$ cat config.mk
export PLATFORM = sky130hd
export DESIGN_NAME = disparity_search_seq
export DESIGN_NICKNAME = d
export VERILOG_FILES = /design/src/rtl/disparity_search_seq.sv
export SDC_FILE = /design/constraint.sdc
export NUM_CORES = 1
export LEC_CHECK = 0
export ABC_CLOCK_PERIOD_IN_PS = 12000
export CAP_MARGIN = 25
export CORE_ASPECT_RATIO = 1.2
export CORE_UTILIZATION = 40
export DETAILED_ROUTE_END_ITERATION = 8
export GPL_TIMING_DRIVEN = 0
export HOLD_SLACK_MARGIN = 0.02
export REMOVE_ABC_BUFFERS = 1
export SYNTH_ARGS = -nofsm -noshare
export SYNTH_HDL_FRONTEND = slang
export SYNTH_SLANG_ARGS = --single-unit
$ cat constraint.sdc
create_clock -name clk -period 12 [get_ports clk]
set_clock_uncertainty 0.05 [all_clocks]
set_input_delay 1.8 -clock clk [delete_from_list [all_inputs] [get_ports clk]]
set_output_delay 1.8 -clock clk [all_outputs]
set_load 0.01 [all_outputs]
$ cat src/rtl/disparity_search_seq.sv
// Time-multiplexed stereo disparity search: NUM_UNITS SAD accumulators are reused over
// NUM_PASSES passes, with a per-pass argmin merged into a running best result.
module disparity_search_seq #(
   parameter int PIX_W      = 3,
   parameter int NUM_UNITS  = 16,
   parameter int NUM_PASSES = 2,
   parameter int WIN_LEN    = 16,
   localparam int COST_W    = $clog2(WIN_LEN * ((1 << PIX_W) - 1) + 1),
   localparam int DISP_W    = $clog2(NUM_UNITS * NUM_PASSES),
   localparam int PASS_W    = $clog2(NUM_PASSES) + 1
) (
   input  logic                       clk,
   input  logic                       rst,
   input  logic                       start,
   input  logic                       abort,
   input  logic [COST_W-1:0]          cfg_thresh,
   input  logic                       in_valid,
   output logic                       in_ready,
   input  logic [PIX_W-1:0]           in_g,
   input  logic [NUM_UNITS*PIX_W-1:0] in_f,
   output logic                       busy,
   output logic [PASS_W-1:0]          pass_idx,
   output logic                       out_valid,
   input  logic                       out_ready,
   output logic [DISP_W-1:0]          out_disp,
   output logic [COST_W-1:0]          out_cost,
   output logic                       out_conf
);

   localparam int BEAT_W = (WIN_LEN > 1) ? $clog2(WIN_LEN) : 1;
   localparam int UNIT_W = (NUM_UNITS > 1) ? $clog2(NUM_UNITS) : 1;
   localparam int LVL    = (NUM_UNITS > 1) ? $clog2(NUM_UNITS) : 0;
   localparam int LEAVES = 1 << LVL;
   localparam int NODES  = 2 * LEAVES - 1;

   typedef enum logic [1:0] {
      S_IDLE,
      S_ACCUM,
      S_REDUCE,
      S_OUTPUT
   } state_t;

   state_t state_q, state_d;

   logic [COST_W-1:0] acc_q [NUM_UNITS];
   logic [BEAT_W-1:0] beat_q;
   logic [PASS_W-1:0] pass_q;
   logic [COST_W-1:0] best_cost_q;
   logic [DISP_W-1:0] best_disp_q;
   logic [COST_W-1:0] thresh_q;

   logic [PIX_W-1:0]  diff [NUM_UNITS];
   logic [COST_W-1:0] node_cost [NODES];
   logic [UNIT_W-1:0] node_idx [NODES];
   logic [COST_W-1:0] tree_min;
   logic [UNIT_W-1:0] tree_idx;
   logic [DISP_W-1:0] cand_disp;
   logic [COST_W-1:0] merge_cost;
   logic [DISP_W-1:0] merge_disp;
   logic              beat_fire;
   logic              last_beat;
   logic              last_pass;

   assign last_beat = (beat_q == BEAT_W'(WIN_LEN - 1));
   assign last_pass = (pass_q == PASS_W'(NUM_PASSES - 1));

   always_comb begin
      for (int unsigned u = 0; u < NUM_UNITS; u++) begin
         if (in_f[u*PIX_W +: PIX_W] >= in_g)
            diff[u] = in_f[u*PIX_W +: PIX_W] - in_g;
         else
            diff[u] = in_g - in_f[u*PIX_W +: PIX_W];
      end
   end

   // Padded binary tree; unused leaves hold all-ones and lose ties, left child wins ties.
   always_comb begin
      for (int unsigned i = 0; i < NODES; i++) begin
         node_cost[i] = '1;
         node_idx[i]  = '0;
      end
      for (int unsigned i = 0; i < LEAVES; i++) begin
         if (i < NUM_UNITS) begin
            node_cost[LEAVES-1+i] = acc_q[i];
            node_idx[LEAVES-1+i]  = UNIT_W'(i);
         end
      end
      for (int unsigned k = 0; k + 1 < LEAVES; k++) begin
         if (node_cost[2*(LEAVES-2-k)+2] < node_cost[2*(LEAVES-2-k)+1]) begin
            node_cost[LEAVES-2-k] = node_cost[2*(LEAVES-2-k)+2];
            node_idx[LEAVES-2-k]  = node_idx[2*(LEAVES-2-k)+2];
         end else begin
            node_cost[LEAVES-2-k] = node_cost[2*(LEAVES-2-k)+1];
            node_idx[LEAVES-2-k]  = node_idx[2*(LEAVES-2-k)+1];
         end
      end
   end

   assign tree_min  = node_cost[0];
   assign tree_idx  = node_idx[0];
   assign cand_disp = DISP_W'(int'(pass_q) * NUM_UNITS + int'(tree_idx));

   // Strict compare keeps the earlier pass (smaller disparity) on cross-pass ties.
   always_comb begin
      merge_cost = best_cost_q;
      merge_disp = best_disp_q;
      if (tree_min < best_cost_q) begin
         merge_cost = tree_min;
         merge_disp = cand_disp;
      end
   end

   always_ff @(posedge clk or posedge rst) begin
      if (rst)
         state_q <= S_IDLE;
      else
         state_q <= state_d;
   end

   always_comb begin
      state_d   = state_q;
      in_ready  = 1'b0;
      busy      = 1'b1;
      out_valid = 1'b0;
      pass_idx  = '0;
      beat_fire = 1'b0;
      case (state_q)
         S_IDLE: begin
            busy = 1'b0;
            if (start)
               state_d = S_ACCUM;
         end
         S_ACCUM: begin
            in_ready  = 1'b1;
            pass_idx  = pass_q;
            beat_fire = in_valid;
            if (in_valid && last_beat)
               state_d = S_REDUCE;
         end
         S_REDUCE: begin
            pass_idx = pass_q;
            state_d  = last_pass ? S_OUTPUT : S_ACCUM;
         end
         S_OUTPUT: begin
            out_valid = 1'b1;
            if (out_ready)
               state_d = S_IDLE;
         end
         default: state_d = S_IDLE;
      endcase
      if (abort)
         state_d = S_IDLE;
   end

   always_ff @(posedge clk or posedge rst) begin
      if (rst) begin
         for (int unsigned u = 0; u < NUM_UNITS; u++)
            acc_q[u] <= '0;
         beat_q      <= '0;
         pass_q      <= '0;
         best_cost_q <= '0;
         best_disp_q <= '0;
         thresh_q    <= '0;
         out_disp    <= '0;
         out_cost    <= '0;
         out_conf    <= 1'b0;
      end else if (abort) begin
         for (int unsigned u = 0; u < NUM_UNITS; u++)
            acc_q[u] <= '0;
         beat_q <= '0;
         pass_q <= '0;
      end else begin
         case (state_q)
            S_IDLE: begin
               if (start) begin
                  for (int unsigned u = 0; u < NUM_UNITS; u++)
                     acc_q[u] <= '0;
                  thresh_q    <= cfg_thresh;
                  beat_q      <= '0;
                  pass_q      <= '0;
                  best_cost_q <= '1;
                  best_disp_q <= '0;
               end
            end
            S_ACCUM: begin
               if (beat_fire) begin
                  for (int unsigned u = 0; u < NUM_UNITS; u++)
                     acc_q[u] <= acc_q[u] + COST_W'(diff[u]);
                  beat_q <= last_beat ? '0 : beat_q + BEAT_W'(1);
               end
            end
            S_REDUCE: begin
               for (int unsigned u = 0; u < NUM_UNITS; u++)
                  acc_q[u] <= '0;
               best_cost_q <= merge_cost;
               best_disp_q <= merge_disp;
               if (last_pass) begin
                  out_disp <= merge_disp;
                  out_cost <= merge_cost;
                  out_conf <= (merge_cost <= thresh_q);
               end else begin
                  pass_q <= pass_q + PASS_W'(1);
               end
            end
            default: ;
         endcase
      end
   end

endmodule

==> results by group, run 1 <==
Place
  • Routability cong.: between 0.8 and 0.9
  • Post-DP HPWL: 26300 um
  • Inst Count DP: 2235
  • Port buffer count: 81

Logic synthesis
  • Leading area contributor after synthesis: dfrtp_1
  • Register area share after synthesis: 0.255
  • Largest cells by area after synthesis: dfrtp_1 26%, ha_1 17%, fa_1 6.4%
  • Syn_area_per_cell: 8.68 um2
  • Netlist Area Pre-Place: 14900 um2
  • Ys flop type: dfrtp_1
  • Post-synth ARST share: 1.00
  • Count of cell types in the netlist: 80
  • Synth Instances: 1718
  • Post-synth top cells: 222 x inv_1, 208 x ha_1, 154 x nor2_1
  • Top-area cell type share of the netlist area: 0.255
  • Most common cell in the netlist: inv_1
  • #FFs+latches synth: 152
  • Synth Warn #: 0
  • EDFF count, synth: 0

Clock tree
  • Clock buffer count from CTS: 17
  • TritonCTS clock tree: done
  • Clk buf depth: 2
  • Post-CTS Setup Repair Bufs: 0
  • Skew-Pair Late Insertion Delay: 450 ps
  • H-Tree Depth: 4
  • Clock transition at path regs: 70 ps
  • Root cell of the clock tree: clkbuf_16
  • Num Clock Sinks: 152

Detailed routing
  • DRC: 0
  • DR pass1 iterations: 5
  • DR iter-0 viols: 502
  • Wire length per cell: 15.2 um
  • Post-route ant nets: 0
  • Final wirelength: 34400 um
  • Drt via density: 5.24
  • Via count: ~12000

Cells and area
  • Area grow syn2layout: 14.2%
  • Non-Filler Instances: 2268
  • # fillers: about 3600
  • Final net count: approximately 2100
  • Share of layout cells above drive strength 1: 0.0624
  • N_diodes: 0

Timing
  • Share of the cycle needed by the critical path after routing: 0.909
  • WHS: about 440 ps
  • Max-slew violations: 0
  • Headroom to the max-slew limit: 0.284
  • Max Fclk: 91.7 MHz
  • Fin. Hold Viols: 0
  • Endpoints failing setup: 0
  • Min Tclk post-route: roughly 11000 ps
  • Tightest Pin Transition: around 1100 ps

GRT
  • Total grt overflow: 0
  • GRT Resource Usage Total: 0.191
  • First-pass GRT wire length: about 60000 um
  • Initial antenna violation count: 0
  • Largest net degree at the start of global routing: 107
  • Vias in the first global route: 12000

Setup path
  • Worst r2r src: acc_q[25]
  • WP buf/inv: 4
  • Crit path max fanout: 16
  • Worst setup SP type: register
  • CP Data Arrival Time: around 11000 ps
  • CP max stage delay: about 500 ps
  • Worst path slowest cell: o2111a_2
  • CP top delay family: compound AO/OA/AOI/OAI gates
  • Critical path type: reg -> reg
  • CP endpoint kind: register
  • Worst endpoint required time: 12340 ps
  • Critical path origin: acc_q[25]

Outcome
  • Outcome: finished, final reports clean

Floorplan
  • Die width: between 150 and 200 um
  • Die height: 213 um
  • Ports: 82
  • FP Rows: 77
  • Core ar.: 36800 um2
  • Die area: 38000 um2
  • Starting Density: 0.405

Run
  • Max capacitance violation total: 0

Worst hold path
  • Min-Delay Path Class: reg -> reg
  • Hold Crit Start: out_disp[2]
[cell families after synthesis]
family,share of synthesized area
AO/OA/AOI/OAI,0.188
AND/OR/NAND/NOR,0.138
adder cells (fa/ha/maj),0.239
XOR/XNOR,0.0488
multiplexers,0.0612
buffers and inverters,0.0703
flip-flops,0.255
[worst register-to-register path: cells and delay by family (launching register included)]
kind,cells,cell delay (ps)
AOI/OAI and AO/OA,30,6160
and+or+nand+nor,8,1610
buffers and inverters,4,500
muxes,1,370
adders and majority gates,6,1750
DFF,1,420
[per-layer routing]
layer | wire length [um] | track usage
met5 | 0 | 0
met4 | 593 | 0.0523
met3 | 664 | 0.0204
met2 | 16300 | 0.323
met1 | 16900 | 0.257
[what timing repair did]
| action | 4_1_cts | 5_1_grt |
|---|---|---|
| hold buffers | 0 | 0 |
| gates resized for setup | 0 | 5 |
| hold endpoints to repair | 0 | 0 |
| setup endpoints to repair | 0 | 9 |
[layout by cell type, fill, tap and decap left out, drive strengths merged, types with 51 or more instances in the layout]
cell,instances
nand2,126
a21oi,115
mux2i,51
ha,208
inv,224
o21ai,106
nor2,155
dfrtp,152
clkdlybuf4s50,80
xnor2,68
[flip-flops by register name, summed over array words and instances (netlist names)]
register and cells:
acc_q 112, best_cost_q 7, best_disp_q 5, state_q 2
out_cost 7, out_disp 5, pass_q 2, out_conf 1
thresh_q 7, beat_q 4
[path summary, 6_finish.rpt]
check	endpoint	slack, ps	cells after the start
min in group asynchronous	acc_q[19]	1700	2
setup reg to reg	out_conf	1090	49
hold / removal	out_disp[2]	440	2
setup / recovery	out_conf	1090	49
max in group asynchronous	acc_q[10]	9270	3
hold reg to reg	out_disp[2]	440	2
[final cells by class]
type                            instances  area (um2)  area share
Tap cell                              474         593      0.0348
Clock buffer                           19         443      0.0260
Multi-Input combinational cell       1296       10100       0.594
Timing Repair Buffer                   91        1020      0.0597
Sequential cell                       152        3800       0.223
Clock inverter                         13         219      0.0129
Inverter                              223         845      0.0496
[per-stage QoR]
stage | utilization | setup slack [ps] | instance area, um2 | TNS (ps)
after detailed placement | 0.444 | 495 | 16300 | 0
after CTS | 0.462 | 436 | 17000 | 0
after global routing | 0.463 | -0.636 | 17000 | -0.636
final | 0.463 | 1090 | 17000 | 0
after floorplan | - | 1870 | 14700 | 0
after global placement | 0.437 | -6660 | 16100 | -423580
Power of run 1 is not shown: default switching activity piles up to over one toggle a cycle in this logic, so the estimate is an artifact.
==> run 2, diff against run 1 <==
CORE_UTILIZATION = 45   (was 40)
SKIP_LAST_GASP = 1   (was not set)
==> run 2 against run 1 <==
  * Wire length shrank 0.42%
  * Die area shrank 11%
  * Setup slack lost 14 ps
  * Critical endpoint unchanged
  * Critical path type unchanged
==> results by group, run 2 (synthesis results as in run 1) <==
Outcome
  • Outcome: finished, final reports clean

Clock tree
  • Skew-Pair Late Insertion Delay: approximately 440 ps
  • H-Tree Depth: 4
  • Root cell of the clock tree: clkbuf_16
  • Clock buffer count from CTS: 17
  • Clk buf depth: 2
  • TritonCTS clock tree: done
  • Num Clock Sinks: 152
  • Clock transition at path regs: 70 ps

Detailed routing
  • DR iter-0 viols: around 540
  • Post-route ant nets: 0
  • Wire length per cell: between 15 and 20 um
  • DRC: 0
  • Via count: between 10000 and 15000
  • Final wirelength: roughly 34000 um
  • Drt via density: 5.38
  • DR pass1 iterations: 4

Cells and area
  • Fin util: 0.521
  • Final net count: between 2000 and 2500
  • Post-route cell area: 16900 um2
  • Share of layout cells above drive strength 1: 0.0646
  • Max FFs per register: 112
  • Highest-count cells in the layout ignoring fill and taps: 220 x inv_1, 208 x ha_1, 153 x nor2_1
  • Area grow syn2layout: 13.5%
  • N_diodes: 0
  • Most common cell after layout, fill and taps aside: inv_1
  • Biggest register: acc_q

GRT
  • Met3 Usage GRT: 0.0226
  • Busiest grt layer: met2
  • Largest net degree at the start of global routing: 84
  • Initial antenna violation count: 0
  • Total grt overflow: 0
  • GR Layer Usage met1: 0.279
  • Vias in the first global route: between 10000 and 15000
  • Met2 Use GR: 0.373
  • GRT Resource Usage Total: 0.213
  • First-pass GRT wire length: 58400 um

Setup path
  • Worst setup SP type: register
  • Critical path type: reg -> reg
  • Worst path slowest cell: o2111a_2
  • CP Data Arrival Time: 11250 ps
  • Critical path origin: acc_q[25]
  • Cells on worst reg2reg path: slightly below 50
  • CP max stage delay: 510 ps
  • Worst endpoint required time: 12330 ps
  • CP endpoint kind: register
  • Worst r2r src: acc_q[25]
  • FF-to-FF End: out_conf
  • R2R Setup Slk: 1080 ps
  • Crit path max fanout: 16

Worst hold path
  • Hold Path Depth: 2
  • Hold Crit Start: out_cost[0]
  • Min-Delay Path Class: reg -> reg
  • Hold Path End: out_cost[0]

Timing
  • Fin. Hold Viols: 0
  • Min Tclk post-route: around 11000 ps
  • Share of the cycle needed by the critical path after routing: 0.910
  • Headroom to the max-slew limit: 0.307
  • Max Fclk: 91.6 MHz
  • Endpoints failing setup: 0
  • Max-slew violations: 0
  • Unrepaired setup endpoints after global routing: false
  • Total negative setup slack: 0 ps
  • Tightest Pin Transition: roughly 1000 ps

Floorplan
  • Ports: 82
  • Die height: 201 um
  • Starting Density: 0.460
  • Die area: between 30000 and 40000 um2
  • FP Rows: between 70 and 80
  • Core ar.: 32400 um2
  • Die width: 168 um

Place
  • Port buffer count: 81
  • Post-DP HPWL: between 20000 and 30000 um
  • Cell area after placement: between 15000 and 20000 um2
  • Routability cong.: about 0.86

Run
  • Max capacitance violation total: 0
==> run 2: routing by layer <==
metal  share of wire  routed length (um)
met2            0.48               16600
met5               0                   0
met4           0.015                 512
met1            0.48               16600
met3           0.018                 619
==> run 2: what timing repair did <==
item / CTS / global route
endpoints found under the setup margin: 0 / 1
gates resized for setup: 0 / 5
buffers inserted: 0 / 0
hold buffers: 0 / 0
==> run 2: through the flow <==
stage / std cells / worst slack [ps] / hold slack, ps
5_1_grt: 2204 / 97.1 / 461
3_3_place_gp: 2159 / -6940 / 415
3_5_place_dp: 2170 / 399 / 424
6_report: 2204 / 1080 / 435
4_1_cts: 2202 / 354 / 441
2_1_floorplan: 1671 / 1870 / 400
==> run 2: how the worst max path moves through the flow <==
stage | cells after the start | end | slack, ps
after floorplan | 5 | acc_q[101] | 1870
after global placement | 4 | acc_q[54] | -6940
after detailed placement | 49 | out_conf | 400
after CTS | 49 | out_conf | 350
after global routing | 48 | out_conf | 100
final | 49 | out_conf | 1080
==> run 2: final cells by class <==
class / count / area, um2
Inverter: 223 / 845
Multi-Input combinational cell: 1296 / 10100
Timing Repair Buffer: 94 / 1090
Fill cell: 3079 / 15500
Tap cell: 407 / 509
Sequential cell: 152 / 3800
Clock buffer: 17 / 425
Clock inverter: 15 / 141
==> run 2: critical path: cells and delay by family, from the launching register on <==
family / cells / cell delay (ps)
AO/OA/AOI/OAI: 30 / 6120
adder cells (fa/ha/maj): 6 / 1740
multiplexers: 1 / 400
buffers and inverters: 4 / 500
AND/OR/NAND/NOR: 8 / 1650
flip-flops: 1 / 400
Power of run 2 is left out for the same reason.
